<file path="src/rtl/sd_cmd_sequencer.sv">
// Card-side SD SPI-mode command sequencer: init FSM, CMD16 block length and R1/R7 response stream.
// Define SD_CMD_SEQ_CMD58_EN to answer CMD58 with an R3/OCR response instead of flagging it illegal.
module sd_cmd_sequencer #(
  parameter int          INIT_POLLS    = 2,
  parameter int          MAX_BLOCK_LEN = 512,
  parameter logic [31:0] OCR_VALUE     = 32'h00FF8000
) (
  input  logic        clock,
  input  logic        reset,
  input  logic        cmd_valid,
  output logic        cmd_ready,
  input  logic [5:0]  cmd_index,
  input  logic [31:0] cmd_arg,
  output logic        resp_valid,
  input  logic        resp_ready,
  output logic [7:0]  resp_data,
  output logic        resp_last,
  output logic [1:0]  card_state,
  output logic [9:0]  block_len,
  output logic        app_pending
);

  typedef enum logic [1:0] {POWERUP = 2'd0, IDLE = 2'd1, READY = 2'd2} card_t;
  typedef enum logic {PH_WAIT, PH_SEND} phase_t;

  localparam logic [3:0]  LAST_POLL = 4'(INIT_POLLS - 1);
  localparam logic [9:0]  BLEN_RST  = 10'(MAX_BLOCK_LEN);
  localparam logic [31:0] BLEN_MAX  = 32'(MAX_BLOCK_LEN);

  phase_t      phase, phase_nxt;
  card_t       card, card_nxt;
  logic [39:0] shift_q, shift_nxt;
  logic [2:0]  left_q, left_nxt;
  logic [9:0]  blen_nxt;
  logic        app_nxt;
  logic [3:0]  poll_q, poll_nxt;
  logic        accept, idle_bit, respond;
  logic [7:0]  r1;
  logic [31:0] tail;
  logic [2:0]  nbytes;

  always_ff @(posedge clock) begin
    if (!reset) begin
      phase       <= PH_WAIT;
      card        <= POWERUP;
      shift_q     <= '0;
      left_q      <= '0;
      block_len   <= BLEN_RST;
      app_pending <= 1'b0;
      poll_q      <= '0;
    end else begin
      phase       <= phase_nxt;
      card        <= card_nxt;
      shift_q     <= shift_nxt;
      left_q      <= left_nxt;
      block_len   <= blen_nxt;
      app_pending <= app_nxt;
      poll_q      <= poll_nxt;
    end
  end

  always_comb begin
    phase_nxt = phase;
    card_nxt  = card;
    shift_nxt = shift_q;
    left_nxt  = left_q;
    blen_nxt  = block_len;
    app_nxt   = app_pending;
    poll_nxt  = poll_q;
    idle_bit  = (card != READY);
    r1        = {7'd0, idle_bit};
    tail      = '0;
    nbytes    = 3'd1;
    respond   = 1'b0;
    accept    = cmd_valid && (phase == PH_WAIT);

    if (phase == PH_SEND) begin
      if (resp_ready) begin
        if (left_q == 3'd1) begin
          phase_nxt = PH_WAIT;
        end else begin
          shift_nxt = {shift_q[31:0], 8'h00};
          left_nxt  = left_q - 3'd1;
        end
      end
    end else if (accept) begin
      if (cmd_index == 6'd0) begin
        card_nxt = IDLE;
        poll_nxt = '0;
        blen_nxt = BLEN_RST;
        app_nxt  = 1'b0;
        r1       = 8'h01;
        respond  = 1'b1;
      end else if (card != POWERUP) begin
        // Before CMD0 the card is deaf: everything else is ignored without touching state.
        respond = 1'b1;
        app_nxt = 1'b0;
        case (cmd_index)
          6'd8: begin
            nbytes = 3'd5;
            tail   = {20'h0, cmd_arg[11:0]};
          end
          6'd55: app_nxt = 1'b1;
          6'd41: begin
            if (!app_pending) begin
              r1[2] = 1'b1;
            end else if (card != READY && poll_q < LAST_POLL) begin
              poll_nxt = poll_q + 4'd1;
            end else begin
              card_nxt = READY;
              r1       = 8'h00;
            end
          end
          6'd16: begin
            if (cmd_arg != 32'd0 && cmd_arg <= BLEN_MAX) blen_nxt = cmd_arg[9:0];
            else r1[6] = 1'b1;
          end
`ifdef SD_CMD_SEQ_CMD58_EN
          6'd58: begin
            nbytes = 3'd5;
            tail   = {~idle_bit, 1'b0, OCR_VALUE[29:0]};
          end
`endif
          default: r1[2] = 1'b1;
        endcase
      end
      if (respond) begin
        phase_nxt = PH_SEND;
        shift_nxt = {r1, tail};
        left_nxt  = nbytes;
      end
    end
  end

  assign cmd_ready  = (phase == PH_WAIT);
  assign resp_valid = (phase == PH_SEND);
  assign resp_data  = resp_valid ? shift_q[39:32] : 8'h00;
  assign resp_last  = resp_valid && (left_q == 3'd1);
  assign card_state = card;

endmodule

</file>
<file path="config.mk">
export PLATFORM = sky130hd
export DESIGN_NAME = sd_cmd_sequencer
export DESIGN_NICKNAME = d
export VERILOG_FILES = /design/src/rtl/sd_cmd_sequencer.sv
export SDC_FILE = /design/constraint.sdc
export NUM_CORES = 1
export LEC_CHECK = 0
export BUFFER_PORTS_ARGS = -buffer_cell sky130_fd_sc_hd__buf_2
export CAP_MARGIN = 20
export CORE_MARGIN = 4
export CORE_UTILIZATION = 25
export CTS_CLUSTER_SIZE = 24
export DETAILED_ROUTE_END_ITERATION = 10
export GPL_ROUTABILITY_DRIVEN = 0
export PLACE_DENSITY = 0.52
export SYNTH_ARGS = -nofsm -noshare
export SYNTH_HDL_FRONTEND = slang
export SYNTH_SLANG_ARGS = --single-unit
</file>
<file path="constraint.sdc">
create_clock -name clock -period 2.3 [get_ports clock]
set_input_delay 0.46 -clock clock [delete_from_list [all_inputs] [get_ports clock]]
set_output_delay 0.46 -clock clock [all_outputs]
set_load 0.05 [all_outputs]
</file>
Yosys cells after proc, flatten, opt, wreduce, memory -nomap -nowiden. Cells that the tools add are included.

$add $sub $neg: 2. Order comparisons: 2. Equal/unequal tests: 9. Mux-type cells: 55. Bitwise operators: 1. Reduce and logical (&&, ||, !) cells: 21.

Operator list (number): two-way mux 40 bit (5); two-way mux 10 bit (4); two-way mux 12 bit (3); <= comparator 32 x 10 -> 1 bit, second input constant (1); nonzero test 32 bit (1); two-way mux 3 bit (9); two-way mux 8 bit (3); two-way mux 4 bit (5); nonzero test 2 bit (9); two-way mux 1 bit (16); two-way mux 2 bit (7); equality test 6 bit, second input constant (2); AND reduction 6 bit (2); != test 2 bit, second input constant (4); equality test 6 x 4 -> 1 bit, second input constant (1); equality test 6 x 5 -> 1 bit, second input constant (1); logical NOT 6 bit (1); two-way mux 5 bit (1); AND reduction 5 bit (1); adder 4 x 1 -> 4 bit, second input constant (1); logical AND 1 bit (4); less-than comparator 4 x 1 -> 1 bit, second input constant (1); one-hot mux 1 bit (2 select lines) (2); AND reduction 4 bit (1); 5 further kinds (5).

Flip-flop bits (word level): 61. Input bits: 42. Word-level logic and storage cells: 97.

Logic depth before layout (Yosys ltp).
Depth after elaboration: 10. Gate-level depth with buffers: 8. Depth with buffers taken out: 7.

Least setup slack after synthesis. No wires, ideal clock.

Kind: register to output. Start point: register phase, in the netlist resp_valid. End point: output port resp_last. Arrival time: 1.955 ns. Required time: 1.840 ns. Slack: -0.115 ns. Stages on the path, launching flop included: 4. Cell sequence: dfxtp_1 -> clkbuf_1 -> inv_1 -> nor2_1.

Longest elaborated chain between the ends: 1.

Ends and longest elaborated chain: start: declaration (RTL line 30) `phase_t phase, phase_nxt;`; start signal: assignment (RTL line 52) `phase <= phase_nxt;`; logical AND 1 bit (RTL line 138) `assign resp_last = resp_valid && (left_q == 3'd1);`; end: declaration (RTL line 17) `output logic resp_last,`.

No other way between the ends.

Worst setup path in the final report.
Start point: input port cmd_index[0]. End point: register shift_q[32].

Longest elaborated chain between the ends: 7. Elaborated cells between the ends (all ways): 13. Classes of those cells: eq/ne (1); mux (9); reduce/logical (3).

Ends and longest elaborated chain: start: declaration (RTL line 12) `input logic [5:0] cmd_index,`; equality test 6 bit (RTL line 98) `case (cmd_index)`; two-way mux 2 bit (RTL line 98); two-way mux 8 bit (RTL line 94) `end else if (card != POWERUP) begin`; two-way mux 8 bit (RTL line 87) `if (cmd_index == 6'd0) begin`; two-way mux 40 bit (RTL line 127) `if (respond) begin`; two-way mux 40 bit (RTL line 86) `end else if (accept) begin`; two-way mux 40 bit (RTL line 77) `if (phase == PH_SEND) begin`; end signal: assignment (RTL line 54) `shift_q <= shift_nxt;`; end: declaration (RTL line 32) `logic [39:0] shift_q, shift_nxt;`.

Parallel ways exist; a longest one is shown, timed or not. The select of a mux whose other input is x is not followed. A chain may end at the register's enable or synchronous reset.

==> impl_summary.txt <==
----------------------------------------------------
[Clock network]
  Setup fix buffers added after clock tree synthesis ... 0
  H-tree Lvls ... 3
  Sink count of the clock tree ... 61
  Clock tree from TritonCTS ... yes
  CTS root buf ... clkbuf_16
  Skew-Pair Late Insertion Delay ... 0.32 ns
  Clock slew seen by the registers of the worst setup and hold paths ... 0.05 ns
  Count of instances resized after the clock tree is built ... 0
  Hold buffers post-CTS ... 0
  Max Root-Sink Buffers ... 2
  Number of buffers created by CTS ... 9

[STA]
  Hold_ws ... 0.388 ns
  Peak clock frequency supported by timing ... 481 MHz
  Unrepaired setup endpoints after global routing ... false
  Min Tclk post-route ... 2.08 ns
  Remaining max-slew budget at the tightest pin ... 54.6%
  Final worst path period share ... 90.3%
  Number of hold violations in the final report ... 0
  Slew at the pin with the worst max-slew slack ... 0.676 ns
  Worst-case clock skew ... 0.00287 ns
  Slew Limit Fails ... 0
  Setup violation total in the final timing report ... 0

[Placement]
  Placed cell count ... 524
  Post-detail-place hpwl ... 5150 um
  Post-DP Area ... 3370 um2
  Number of buffer cells added on primary ports ... 65

[Drt]
  DR pass1 iterations ... 6
  Post-route ant nets ... 0
  Top sig layer ... met4
  Total length of routed met2 wires ... 3350 um
  Routed wire per std cell ... 13.4 um
  Remaining design rule violation count ... 0
  Vias after detailed routing ... 2551
  Via count normalized by instance count ... 4.72
  DRC marker count from the first detailed-route iteration ... 164
  Total length of routed wires ... 7240 um
  Routed metal-1 wirelength ... 3410 um
  Metal3 WL ... 310 um

[Critical path]
  Crit Path Max Fanout ... 10
  R2R setup slack ... 0.43 ns
  Worst endpoint required time ... 2.56 ns
  Depth of the most critical reg-to-reg path ... 7
  R2r endpoint ... shift_q[32]
  Worst R2R Start ... left_q[1]
  Startpoint types ... input port
  Kind of critical path ... input port to register
  Kind of end point of the critical path ... register
  Arr. time, crit path ... 2.34 ns

[Synthesis]
  Async SR Flop Fraction ... 0%
  Yosys top cell by area ... dfxtp_1
  Most instantiated flip-flop cell in the synthesis netlist ... dfxtp_1
  Fraction of synthesized area in multiplexers ... 0.357%
  Fraction of synthesized cell area in xor and xnor cells ... 0%
  Largest family of logic cells by synthesized area ... simple AND/OR/NAND/NOR gates
  Yosys top cell area share ... 43.5%
  Synthesized net count ... 368
  Compound-Gate Fraction of Synth Area ... 21.7%
  Post-synth design cell area ... 2810 um2
  Part of the Yosys area used for sequential elements ... 43.5%
  Synthesized area per cell ... 8.72 um2
  Number of storage elements in the synthesis netlist ... 61
  Adder-cell area share of the yosys netlist ... 1.78%
  Number of flops mapped to enable cells by yosys ... 0
  Yosys warning count ... 0
  Top cells by area, synth ... dfxtp_1 (44%), a21boi_0 (7.5%), nand3_1 (7.1%)
  Post-Synth Simple-Gate Area ... 27.6%
  Distinct cell type count of the synthesized netlist ... 50
  Post-Syn Instances ... 322

[Floorplanning]
  Placement row count ... 38
  Placeable core region ... 10900 um2
  Vertical die dimension ... 114 um
  Initial cell density of the core ... 25.7%
  Count of pins on the block boundary ... 66
  Total die area ... 13000 um2
  Die width ... 114 um

[GRT]
  First-pass GRT wire length ... 12400 um
  Total routing resource utilization after global routing ... 11.8%
  Initial antenna violation count ... 0
  Total global routing overflow ... 0
  Largest net degree at the start of global routing ... 53
  Vias in the first global route ... 2535

[Power and ir drop]
  Worst supply voltage drop on vdd ... 0.000384 V
  Static leakage ... 1.46 nW
  Power density cells ... 696 nW/um2

[Outcome]
  Run status ... completed

[Cells and area]
  Final Non-Filler Cells ... 540
  Number of antenna diodes ... 0
  Signed area change from the synthesized netlist to the final layout ... 31.2%
  Finished Core Util ... 33.7%
  Layout cells sized above 1 ... 27.8%
  Most common library cell in the layout ignoring fill and taps ... buf_2
  # nets final ... 441
  Post-route design area ... 3680 um2
  Highest-count cells in the layout ignoring fill and taps ... buf_2 (65), dfxtp_1 (61), nand2_1 (46)

[Worst hold path]
  Hold path start ... cmd_arg[3]
  Hold Path Stages ... 2
  Class of the tightest hold or removal check ... input port to register
  Endpoint with the worst hold slack ... block_len[3]

[Flow run]
  Total of max-cap violations ... 0

----------------------------------------------------
registers in the layout (all words and copies together), names as in the netlist:
name and flops:
app_pending 1, resp_valid 1, left_q 3, poll_q 4, shift_q 40, block_len 10
card_state 2
through the flow:
stage | setup slack [ns] | total power [mW] | TNS (ns)
after global placement | -0.0823 | 1.21 | -0.518
after detailed placement | -0.108 | 1.21 | -1.47
final | 0.222 | 2.56 | 0
after floorplan | 0.0457 | 1.14 | 0
after global routing | 0.155 | 2.66 | 0
after CTS | 0.228 | 2.60 | 0
worst max-delay path: stages:
cell and delay [ns]:
buf_2 0.11, or4_4 0.55, or3_1 0.47, o221a_4 0.34
a311o_1 0.29, a21boi_2 0.11
power breakdown:
group          total (mW)  internal, mW  switching (mW)
sequential           1.06          1.06         0.00186
clock                1.38         0.924           0.455
combinational       0.122        0.0567          0.0655
total                2.56          2.04           0.522
worst max path at each step:
stage,from,end,slack (ns),cells past startpoint
2_1_floorplan,resp_valid,shift_q[11],0.05,8
3_3_place_gp,cmd_index[0],shift_q[10],-0.08,6
3_5_place_dp,cmd_index[0],shift_q[10],-0.11,6
4_1_cts,cmd_index[0],shift_q[10],0.23,6
5_1_grt,cmd_index[0],shift_q[8],0.16,6
6_report,cmd_index[0],shift_q[32],0.22,6
logic make-up (layout without fill, tap and decap cells):
kind of cell / Yosys count / in the layout
flip-flops: 61 / 61
AO/OA/AOI/OAI: 75 / 75
buffers and inverters: 31 / 109
AND/OR/NAND/NOR: 150 / 150
adder cells (fa/ha/maj): 4 / 4
multiplexers: 1 / 1
Yosys cell counts, types with 5 or more instances:
cell / count
inv_1: 9
a22o_1: 9
dfxtp_1: 61
clkbuf_1: 16
nand4_1: 5
nor2_1: 16
a21oi_1: 5
nand2_1: 46
nand3_1: 40
a21boi_1: 7
and2_1: 10
a21boi_0: 28
nor4_1: 6
metal layers:
metal | up-vias | GRT usage (%)
li1 | 1301 | -
met1 | 1193 | 15.3
met2 | 44 | 18.2
met3 | 13 | 2.71
met4 | 0 | 6.49
met5 | - | 0
layout make-up:
class,count,area [um2]
fillers,1155,7250
repair buffers,84,493
multi-input cells,230,1450
well taps,140,175
inverters,9,33.8
clock buffers,13,270
flip-flops and latches,61,1220
clock inverters,3,42.5
Power figures use the tool's default switching activity.
